--- src/rtl/ram_burst_ctrl_if.sv ---
// ============================================================================
// Module      : ram_burst_ctrl_if
// Description : Request, write-data, read-data and RAM-side bundle for the
//               burst RAM controller.
// Revision    : 1.0 - initial release
// ============================================================================
`default_nettype none

interface ram_burst_ctrl_if #(
    parameter int ADDR_W = 10,
    parameter int DATA_W = 8,
    parameter int LEN_W  = 8
);
    logic              req_valid;
    logic              req_ready;
    logic              req_wr;
    logic [ADDR_W-1:0] req_addr;
    logic [LEN_W-1:0]  req_len;
    logic              wdata_valid;
    logic              wdata_ready;
    logic [DATA_W-1:0] wdata;
    logic              rdata_valid;
    logic [DATA_W-1:0] rdata;
    logic              rdata_last;
    logic              busy;
    logic [ADDR_W-1:0] mem_addr;
    logic [DATA_W-1:0] mem_data_in;
    logic              mem_wr;
    logic              mem_rd;
    logic              mem_cs;
    logic [DATA_W-1:0] mem_data_out;

    modport slave (
        input  req_valid, req_wr, req_addr, req_len, wdata_valid, wdata, mem_data_out,
        output req_ready, wdata_ready, rdata_valid, rdata, rdata_last, busy,
               mem_addr, mem_data_in, mem_wr, mem_rd, mem_cs
    );

    modport master (
        output req_valid, req_wr, req_addr, req_len, wdata_valid, wdata, mem_data_out,
        input  req_ready, wdata_ready, rdata_valid, rdata, rdata_last, busy,
               mem_addr, mem_data_in, mem_wr, mem_rd, mem_cs
    );
endinterface

`default_nettype wire

--- src/rtl/ram_burst_ctrl.sv ---
// ============================================================================
// Module      : ram_burst_ctrl
// Description : Burst read/write controller for a single-port RAM; one write
//               per accepted beat, one read beat every two cycles.
// Revision    : 1.0 - initial release
// ============================================================================
`default_nettype none

module ram_burst_ctrl #(
    parameter int ADDR_W = 10,
    parameter int DATA_W = 8,
    parameter int LEN_W  = 8
) (
    input  wire logic       clk,
    input  wire logic       rst_n,
    ram_burst_ctrl_if.slave bus
);

    typedef enum logic [2:0] {
        IDLE     = 3'd0,
        WR_WAIT  = 3'd1,
        WR_PULSE = 3'd2,
        RD_PULSE = 3'd3,
        RD_CAP   = 3'd4
    } state_t;

    localparam logic [ADDR_W-1:0] c_addr_one = {{(ADDR_W-1){1'b0}}, 1'b1};
    localparam logic [LEN_W-1:0]  c_len_one  = {{(LEN_W-1){1'b0}}, 1'b1};

    state_t            r_state, w_state_nxt;
    logic [ADDR_W-1:0] r_addr, w_addr_nxt;
    logic [LEN_W-1:0]  r_rem, w_rem_nxt;
    logic [ADDR_W-1:0] r_mem_addr, w_mem_addr_nxt;
    logic [DATA_W-1:0] r_mem_din, w_mem_din_nxt;
    logic              r_mem_wr, w_mem_wr_nxt;
    logic              r_mem_rd, w_mem_rd_nxt;
    logic              r_mem_cs, w_mem_cs_nxt;
    logic [DATA_W-1:0] r_rdata, w_rdata_nxt;
    logic              r_rvalid, w_rvalid_nxt;
    logic              r_rlast, w_rlast_nxt;
    logic              r_busy;

    always_ff @(posedge clk or negedge rst_n) begin
        if (!rst_n) begin
            r_state    <= IDLE;
            r_addr     <= '0;
            r_rem      <= '0;
            r_mem_addr <= '0;
            r_mem_din  <= '0;
            r_mem_wr   <= 1'b0;
            r_mem_rd   <= 1'b0;
            r_mem_cs   <= 1'b0;
            r_rdata    <= '0;
            r_rvalid   <= 1'b0;
            r_rlast    <= 1'b0;
            r_busy     <= 1'b0;
        end else begin
            r_state    <= w_state_nxt;
            r_addr     <= w_addr_nxt;
            r_rem      <= w_rem_nxt;
            r_mem_addr <= w_mem_addr_nxt;
            r_mem_din  <= w_mem_din_nxt;
            r_mem_wr   <= w_mem_wr_nxt;
            r_mem_rd   <= w_mem_rd_nxt;
            r_mem_cs   <= w_mem_cs_nxt;
            r_rdata    <= w_rdata_nxt;
            r_rvalid   <= w_rvalid_nxt;
            r_rlast    <= w_rlast_nxt;
            r_busy     <= (w_state_nxt != IDLE);
        end
    end

    // RAM strobes default low every cycle, so each access lasts one cycle.
    always_comb begin
        w_state_nxt    = r_state;
        w_addr_nxt     = r_addr;
        w_rem_nxt      = r_rem;
        w_mem_addr_nxt = r_mem_addr;
        w_mem_din_nxt  = r_mem_din;
        w_mem_wr_nxt   = 1'b0;
        w_mem_rd_nxt   = 1'b0;
        w_mem_cs_nxt   = 1'b0;
        w_rdata_nxt    = r_rdata;
        w_rvalid_nxt   = 1'b0;
        w_rlast_nxt    = 1'b0;

        case (r_state)
            IDLE: begin
                if (bus.req_valid) begin
                    w_addr_nxt = bus.req_addr;
                    w_rem_nxt  = bus.req_len;
                    if (bus.req_wr) begin
                        w_state_nxt = WR_WAIT;
                    end else begin
                        w_state_nxt    = RD_PULSE;
                        w_mem_addr_nxt = bus.req_addr;
                        w_mem_rd_nxt   = 1'b1;
                        w_mem_cs_nxt   = 1'b1;
                    end
                end
            end
            WR_WAIT: begin
                if (bus.wdata_valid) begin
                    w_state_nxt    = WR_PULSE;
                    w_mem_addr_nxt = r_addr;
                    w_mem_din_nxt  = bus.wdata;
                    w_mem_wr_nxt   = 1'b1;
                    w_mem_cs_nxt   = 1'b1;
                end
            end
            WR_PULSE: begin
                if (r_rem == '0) begin
                    w_state_nxt = IDLE;
                end else begin
                    w_state_nxt = WR_WAIT;
                    w_rem_nxt   = r_rem - c_len_one;
                    w_addr_nxt  = r_addr + c_addr_one;
                end
            end
            RD_PULSE: begin
                w_state_nxt = RD_CAP;
            end
            RD_CAP: begin
                // mem_addr is still held here, so the RAM output is stable to sample.
                w_rdata_nxt  = bus.mem_data_out;
                w_rvalid_nxt = 1'b1;
                w_rlast_nxt  = (r_rem == '0);
                if (r_rem == '0) begin
                    w_state_nxt = IDLE;
                end else begin
                    w_state_nxt    = RD_PULSE;
                    w_rem_nxt      = r_rem - c_len_one;
                    w_addr_nxt     = r_addr + c_addr_one;
                    w_mem_addr_nxt = r_addr + c_addr_one;
                    w_mem_rd_nxt   = 1'b1;
                    w_mem_cs_nxt   = 1'b1;
                end
            end
            default: begin
                w_state_nxt = IDLE;
            end
        endcase
    end

    assign bus.req_ready   = (r_state == IDLE);
    assign bus.wdata_ready = (r_state == WR_WAIT);
    assign bus.rdata_valid = r_rvalid;
    assign bus.rdata       = r_rdata;
    assign bus.rdata_last  = r_rlast;
    assign bus.busy        = r_busy;
    assign bus.mem_addr    = r_mem_addr;
    assign bus.mem_data_in = r_mem_din;
    assign bus.mem_wr      = r_mem_wr;
    assign bus.mem_rd      = r_mem_rd;
    assign bus.mem_cs      = r_mem_cs;

endmodule

`default_nettype wire

--- src/flat_wrapper.sv ---
// flat-port wrapper written by rule: the top's interface ports become plain ports
module ram_burst_ctrl_flat 
#(
    parameter int ADDR_W = 10,
    parameter int DATA_W = 8,
    parameter int LEN_W  = 8
)
  (clk, rst_n, bus_req_valid, bus_req_wr, bus_req_addr, bus_req_len, bus_wdata_valid, bus_wdata, bus_mem_data_out, bus_req_ready, bus_wdata_ready, bus_rdata_valid, bus_rdata, bus_rdata_last, bus_busy, bus_mem_addr, bus_mem_data_in, bus_mem_wr, bus_mem_rd, bus_mem_cs);
  ram_burst_ctrl_if #(.ADDR_W(ADDR_W), .DATA_W(DATA_W), .LEN_W(LEN_W)) bus_i ();
  input  wire logic clk;
  input  wire logic rst_n;
  input wire logic [$bits(bus_i.req_valid)-1:0] bus_req_valid;
  input wire logic [$bits(bus_i.req_wr)-1:0] bus_req_wr;
  input wire logic [$bits(bus_i.req_addr)-1:0] bus_req_addr;
  input wire logic [$bits(bus_i.req_len)-1:0] bus_req_len;
  input wire logic [$bits(bus_i.wdata_valid)-1:0] bus_wdata_valid;
  input wire logic [$bits(bus_i.wdata)-1:0] bus_wdata;
  input wire logic [$bits(bus_i.mem_data_out)-1:0] bus_mem_data_out;
  output wire logic [$bits(bus_i.req_ready)-1:0] bus_req_ready;
  output wire logic [$bits(bus_i.wdata_ready)-1:0] bus_wdata_ready;
  output wire logic [$bits(bus_i.rdata_valid)-1:0] bus_rdata_valid;
  output wire logic [$bits(bus_i.rdata)-1:0] bus_rdata;
  output wire logic [$bits(bus_i.rdata_last)-1:0] bus_rdata_last;
  output wire logic [$bits(bus_i.busy)-1:0] bus_busy;
  output wire logic [$bits(bus_i.mem_addr)-1:0] bus_mem_addr;
  output wire logic [$bits(bus_i.mem_data_in)-1:0] bus_mem_data_in;
  output wire logic [$bits(bus_i.mem_wr)-1:0] bus_mem_wr;
  output wire logic [$bits(bus_i.mem_rd)-1:0] bus_mem_rd;
  output wire logic [$bits(bus_i.mem_cs)-1:0] bus_mem_cs;
  assign bus_i.req_valid = bus_req_valid;
  assign bus_i.req_wr = bus_req_wr;
  assign bus_i.req_addr = bus_req_addr;
  assign bus_i.req_len = bus_req_len;
  assign bus_i.wdata_valid = bus_wdata_valid;
  assign bus_i.wdata = bus_wdata;
  assign bus_i.mem_data_out = bus_mem_data_out;
  assign bus_req_ready = bus_i.req_ready;
  assign bus_wdata_ready = bus_i.wdata_ready;
  assign bus_rdata_valid = bus_i.rdata_valid;
  assign bus_rdata = bus_i.rdata;
  assign bus_rdata_last = bus_i.rdata_last;
  assign bus_busy = bus_i.busy;
  assign bus_mem_addr = bus_i.mem_addr;
  assign bus_mem_data_in = bus_i.mem_data_in;
  assign bus_mem_wr = bus_i.mem_wr;
  assign bus_mem_rd = bus_i.mem_rd;
  assign bus_mem_cs = bus_i.mem_cs;
  ram_burst_ctrl #(.ADDR_W(ADDR_W), .DATA_W(DATA_W), .LEN_W(LEN_W)) u_core (.clk(clk), .rst_n(rst_n), .bus(bus_i));
endmodule
--- config.mk ---
export PLATFORM = sky130hd
export DESIGN_NAME = ram_burst_ctrl_flat
export DESIGN_NICKNAME = d
export VERILOG_FILES = /design/src/rtl/ram_burst_ctrl_if.sv /design/src/rtl/ram_burst_ctrl.sv /design/src/flat_wrapper.sv
export SDC_FILE = /design/constraint.sdc
export NUM_CORES = 1
export LEC_CHECK = 0
export CAP_MARGIN = 30
export CORE_MARGIN = 2
export CORE_UTILIZATION = 54
export DETAILED_ROUTE_END_ITERATION = 16
export PLACE_DENSITY_LB_ADDON = 0.2
export SLEW_MARGIN = 5
export SYNTH_ARGS = -nofsm -noshare
export SYNTH_HDL_FRONTEND = slang
export SYNTH_SLANG_ARGS = --single-unit
--- constraint.sdc ---
create_clock -name clk -period 3.5 [get_ports clk]
set_input_delay 0.7 -clock clk [delete_from_list [all_inputs] [get_ports clk]]
set_output_delay 0.7 -clock clk [all_outputs]
set_load 0.02 [all_outputs]
Word level (Yosys, flattened, before mapping)
Index checks and enable logic that the tools add are counted.
Widths: inputs -> output; s select.
- register bits after elaboration: 53
- bits of input ports: 39
- word-level logic and storage cells: 57
- add/subtract/negate cells: 2
- eq/ne operators: 9
- muxes and demuxes: 25
- reduce and logical (&&, ||, !) cells: 9
- operators by type and width (kind ; count):
    $mux 10 ; 5
    $pmux 10 s3 ; 1
    $pmux 10 s2 ; 1
    $mux 8 ; 2
    $pmux 8 s2 ; 1
    $pmux 3 s5 ; 1
    $add 10x1->10 const B ; 1
    $ne 2x2->1 const B ; 5
    $logic_not 8->1 ; 1
    $mux 1 ; 8
    $sub 8x1->8 const B ; 1
    $eq 3x2->1 const B ; 2
    $mux 3 ; 2
    $reduce_bool 3->1 ; 2
    $reduce_and 5->1 ; 1
    $mux 2 ; 2
    $eq 3x1->1 const B ; 1
    $eq 3x3->1 const B ; 1
    $logic_not 3->1 ; 1
    $pmux 1 s3 ; 1
    $reduce_and 3->1 ; 1
    $pmux 1 s2 ; 1
    $reduce_and 2->1 ; 1
    $reduce_bool 2->1 ; 1
    $reduce_or 2->1 ; 1

Longest topological paths before layout
- depth in word-level cells: 4
- mapped depth: 8
- gate-level depth less buffers: 7

Least setup slack after synthesis
No wires, ideal clock.
- path kind: register to output
- start point: register u_core.r_state[0]
- end point: output port bus_req_ready
- data arrival time: 1.307 ns
- required time: 2.800 ns
- setup slack: 1.493 ns
- stages on the path, launching flop included: 4
- path buffers: 2
- path through: dfrtp_1 buf_4 clkbuf_1 nor3_1
- cells in the longest elaborated chain, start to end: 1
- ends and longest elaborated chain (what ; line ; RTL):
    from (decl) ; ram_burst_ctrl.sv:30 ; state_t r_state, w_state_nxt;
    from (signal assigned) ; ram_burst_ctrl.sv:58 ; r_state <= w_state_nxt;
    $logic_not 3->1 ; ram_burst_ctrl.sv:145 ; assign bus.req_ready = (r_state == IDLE);
    to (decl) ; flat_wrapper.sv:19 ; output wire logic [$bits(bus_i.req_ready)-1:0] bus_req_ready;
No other way between the ends.

Worst setup path after layout
- start point: register u_core.r_state[2]
- end point: output port bus_wdata_ready
- cells in the longest elaborated chain, start to end: 1
- ends and longest elaborated chain (what ; line ; RTL):
    $eq 3x1->1 ; ram_burst_ctrl.sv:146 ; assign bus.wdata_ready = (r_state == WR_WAIT);
    to (decl) ; flat_wrapper.sv:20 ; output wire logic [$bits(bus_i.wdata_ready)-1:0] bus_wdata_ready;
No other way between the ends.

==> out/results.txt <==
Num CTS Buffers: 5
Setup crit start kind: register
Iteration-0 DRC Markers: 380
Number of synthesized register bits: 53
Sequential group share of total power: 31.5%
Status: finished clean
Leakage: 0.00156 uW
Placed Cells: 421
Critical path class: reg2out
Overflow after GRT: 0
Slew Limit Fails: 0
Cell Pwr Density: 998 mW/mm^2
Setup violators final: 0
HP Class: in2async
DRT met1 WL: 3180 microns
Int Power: 2180 uW
Placer's final routability congestion estimate: 0.893
Detail Route Antenna Nets: 0
Drt first pass iters: 5
Final worst path period need: 2.87 ns
Core area: 0.00547 sq mm
CTS tree: done
Setup TNS: 0 ns
Wire length per cell: 18.0 microns
Nets@finish: 399
Total GRT Usage: 26.5%
Synth-to-Final Area Change: 28.6%
Crit path from: u_core.r_state[2]
Post-synthesis average cell area: 10.4 sq um
First-pass GRT wire length: 13,000 microns
Final period util: 82.0%
RSZ-0062 raised after global routing: no
# rows: 27
DRC viols: 0
Metal2 WL: 3870 microns
Ports: 73
Clock latency on the worst-skew pair: 0.32 ns
Slew margin rel.: 52.4%
Clk buf depth: 2
Setup ws final: 0.631 ns
Routed met3 length: 552 microns
Non-filler instance count after layout: 430
Crit end category: primary output
CP Max Fanout: 20
CTS root buffer: clkbuf_8
DRT Wirelength: 7730 microns
Crit Reg-Reg Startpoint: u_core.r_state[2]
CP required: 2.80 ns
Post-CTS sizing: 0
Switch Pwr: 1700 uW
Share of cells above drive strength 1: 15.1%
Dominant synthesized flop cell: dfrtp_1
Total of max-cap violations: 0
Ant diodes: 0
Clock Skews: 0.00639 ns
Ys async rst share: 100%
Worst EP arrival: 2.17 ns
Clock sinks: 53
Number of flops mapped to enable cells by yosys: 0
Hold Vio Cnt, Final: 0
R2R depth: 5
Vias in the first global route: 2,623
Total number of vias: 2,640
Syn_nets: 333
Combinational power share: 57.0%
Post-CTS Setup Repair Bufs: 0
Via-to-Cell Ratio: 6.14
DR top layer: met4
Worst-path clk slew: 0.11 ns
Crit path largest cell delay: 0.66 ns
Dpl ws: 0.956 ns
Reg2Reg Setup Slack: 1.08 ns
Largest net degree at the start of global routing: 34
CP max-delay cell: dfrtp_1
Synth warn: 0
Reg2reg end: u_core.bus.mem_addr[2]
Initial antenna violation count: 0
Fmax: 349 MHz
Initial core utilization: 55.4%
Hold-fix buffers, CTS: 0
DIE HEIGHT: 78.9 microns
Clock network power share: 11.5%
Cell Area, Synth: 0.00303 sq mm
Max VDD drop: 0.000468 V
Register area share after synthesis: 43.8%
Syn Inst Count: 291
Half-perimeter wire length after detailed placement: 5510 microns
Die width: 78.9 microns
Synth cell types: 61
CTS H-tree depth: 2
Measured slew at the worst slew-check pin: 0.713 ns
Sw Ratio: 43.8%
Die area: 0.00623 sq mm
Cell Chain, Critical Path: or2_2 > nor2_1 > clkdlybuf4s50_1
I/O Buffers: 72
Hold Worst Slack: 0.423 ns
-- worst max-delay path, delay by kind of cell, from the launching register on --
family / cells / cell delay, ns
and+or+nand+nor: 2 / 0.60
DFF: 1 / 0.66
buffers and inverters: 1 / 0.60
-- registers in the layout, summed over array words and instances (netlist names), 3 cells and up --
name	flops
u_core.bus.mem_addr	10
u_core.bus.mem_data_in	8
u_core.bus.rdata	8
u_core.r_addr	10
u_core.r_rem	8
u_core.r_state	3
-- power by group through the flow --
stage | clock (uW) | sequential, uW | combinational [uW]
CTS | 454 | 1210 | 2190
floorplan | 0 | 1330 | 1360
global route | 483 | 1270 | 2390
detailed placement | 0 | 1220 | 2180
finish | 448 | 1220 | 2210
global placement | 0 | 1210 | 2150
-- cell usage after synthesis (2+ instances only) --
cell        n  area [sq um]
nand4_1     2          12.5
ha_1        3          37.5
and3_1      3          18.8
nand3_1     4          20.0
a22oi_1    10          75.1
nor2_1      9          33.8
dfrtp_1    53          1330
a22o_1      4          35.0
buf_6       2          22.5
o31a_1      2          17.5
mux2_4      3          45.0
o31ai_1     3          22.5
inv_1      13          48.8
o21a_1      2          15.0
o21ai_0    12          60.1
o22ai_1    16           100
a21oi_1     8          40.0
o21ai_1     2          10.0
buf_4       4          30.0
nor2b_1     6          37.5
o221ai_1    4          35.0
or2_1       2          12.5
buf_2      10          50.1
a21o_1      2          15.0
o21bai_1    2          15.0
mux2i_1     3          30.0
and2_1      2          12.5
a2bb2oi_1   3          26.3
a31oi_1     6          37.5
o2bb2ai_1  14           123
mux2_2     17           191
clkbuf_1    5          18.8
nor4_1      5          31.3
nand2_1     9          33.8
nor3_1     20           100
-- cells by family (layout without fill, tap and decap cells) --
group	count (synthesis)	in the layout	synth area share, %
buf+inv	36	103	6.07
simple gates	77	77	16.1
compound gates	97	97	23.2
flops	53	53	43.8
mux	23	23	8.79
fa+ha+maj	3	3	1.24
xor+xnor	2	2	0.826
-- routing by layer --
layer | track usage (%) | vias to the layer above
li1 | - | 1237
met1 | 36.1 | 1277
met2 | 42.8 | 112
met3 | 5.91 | 14
met4 | 7.41 | 0
met5 | 0 | -
-- how the worst max path moves through the flow --
stage	slack [ns]	cells past startpoint	to
2_1_floorplan	1.49	3	bus_req_ready
3_3_place_gp	0.98	5	u_core.r_rem[1]
3_5_place_dp	0.96	5	u_core.r_rem[1]
4_1_cts	0.64	3	bus_wdata_ready
5_1_grt	0.50	3	bus_wdata_ready
6_report	0.63	3	bus_wdata_ready
-- per-stage QoR --
step	util [%]	cell area, sq um	total power, uW
6_report	71.2	3900	3890
3_3_place_gp	68.9	3770	3360
4_1_cts	71.1	3890	3860
5_1_grt	71.2	3900	4140
2_1_floorplan	-	3030	2690
3_5_place_dp	68.9	3770	3400
-- final cells by class --
cell class / count / area [sq um]
timing repair buffer: 81 / 783
inverter: 14 / 57.6
clock inverter: 3 / 50.0
multi-input combinational: 202 / 1520
clock buffer: 5 / 68.8
tap: 72 / 90.1
fill: 427 / 1580
sequential: 53 / 1330
-- placed cells by master, fill, tap and decap left out, types with 3 or more instances in the layout --
| cell type | count |
|---|---|
| a21oi_1 | 8 |
| a22o_1 | 4 |
| a22oi_1 | 10 |
| a2bb2oi_1 | 3 |
| a31oi_1 | 6 |
| and3_1 | 3 |
| buf_4 | 9 |
| clkbuf_8 | 5 |
| clkdlybuf4s50_1 | 71 |
| dfrtp_1 | 53 |
| ha_1 | 3 |
| inv_1 | 13 |
| mux2_2 | 17 |
| mux2_4 | 3 |
| mux2i_1 | 3 |
| nand2_1 | 9 |
| nand3_1 | 4 |
| nor2_1 | 9 |
| nor2b_1 | 6 |
| nor3_1 | 20 |
| nor4_1 | 5 |
| o21ai_0 | 12 |
| o221ai_1 | 4 |
| o22ai_1 | 16 |
| o2bb2ai_1 | 14 |
| o31ai_1 | 3 |
Power figures use the tool's default switching activity.
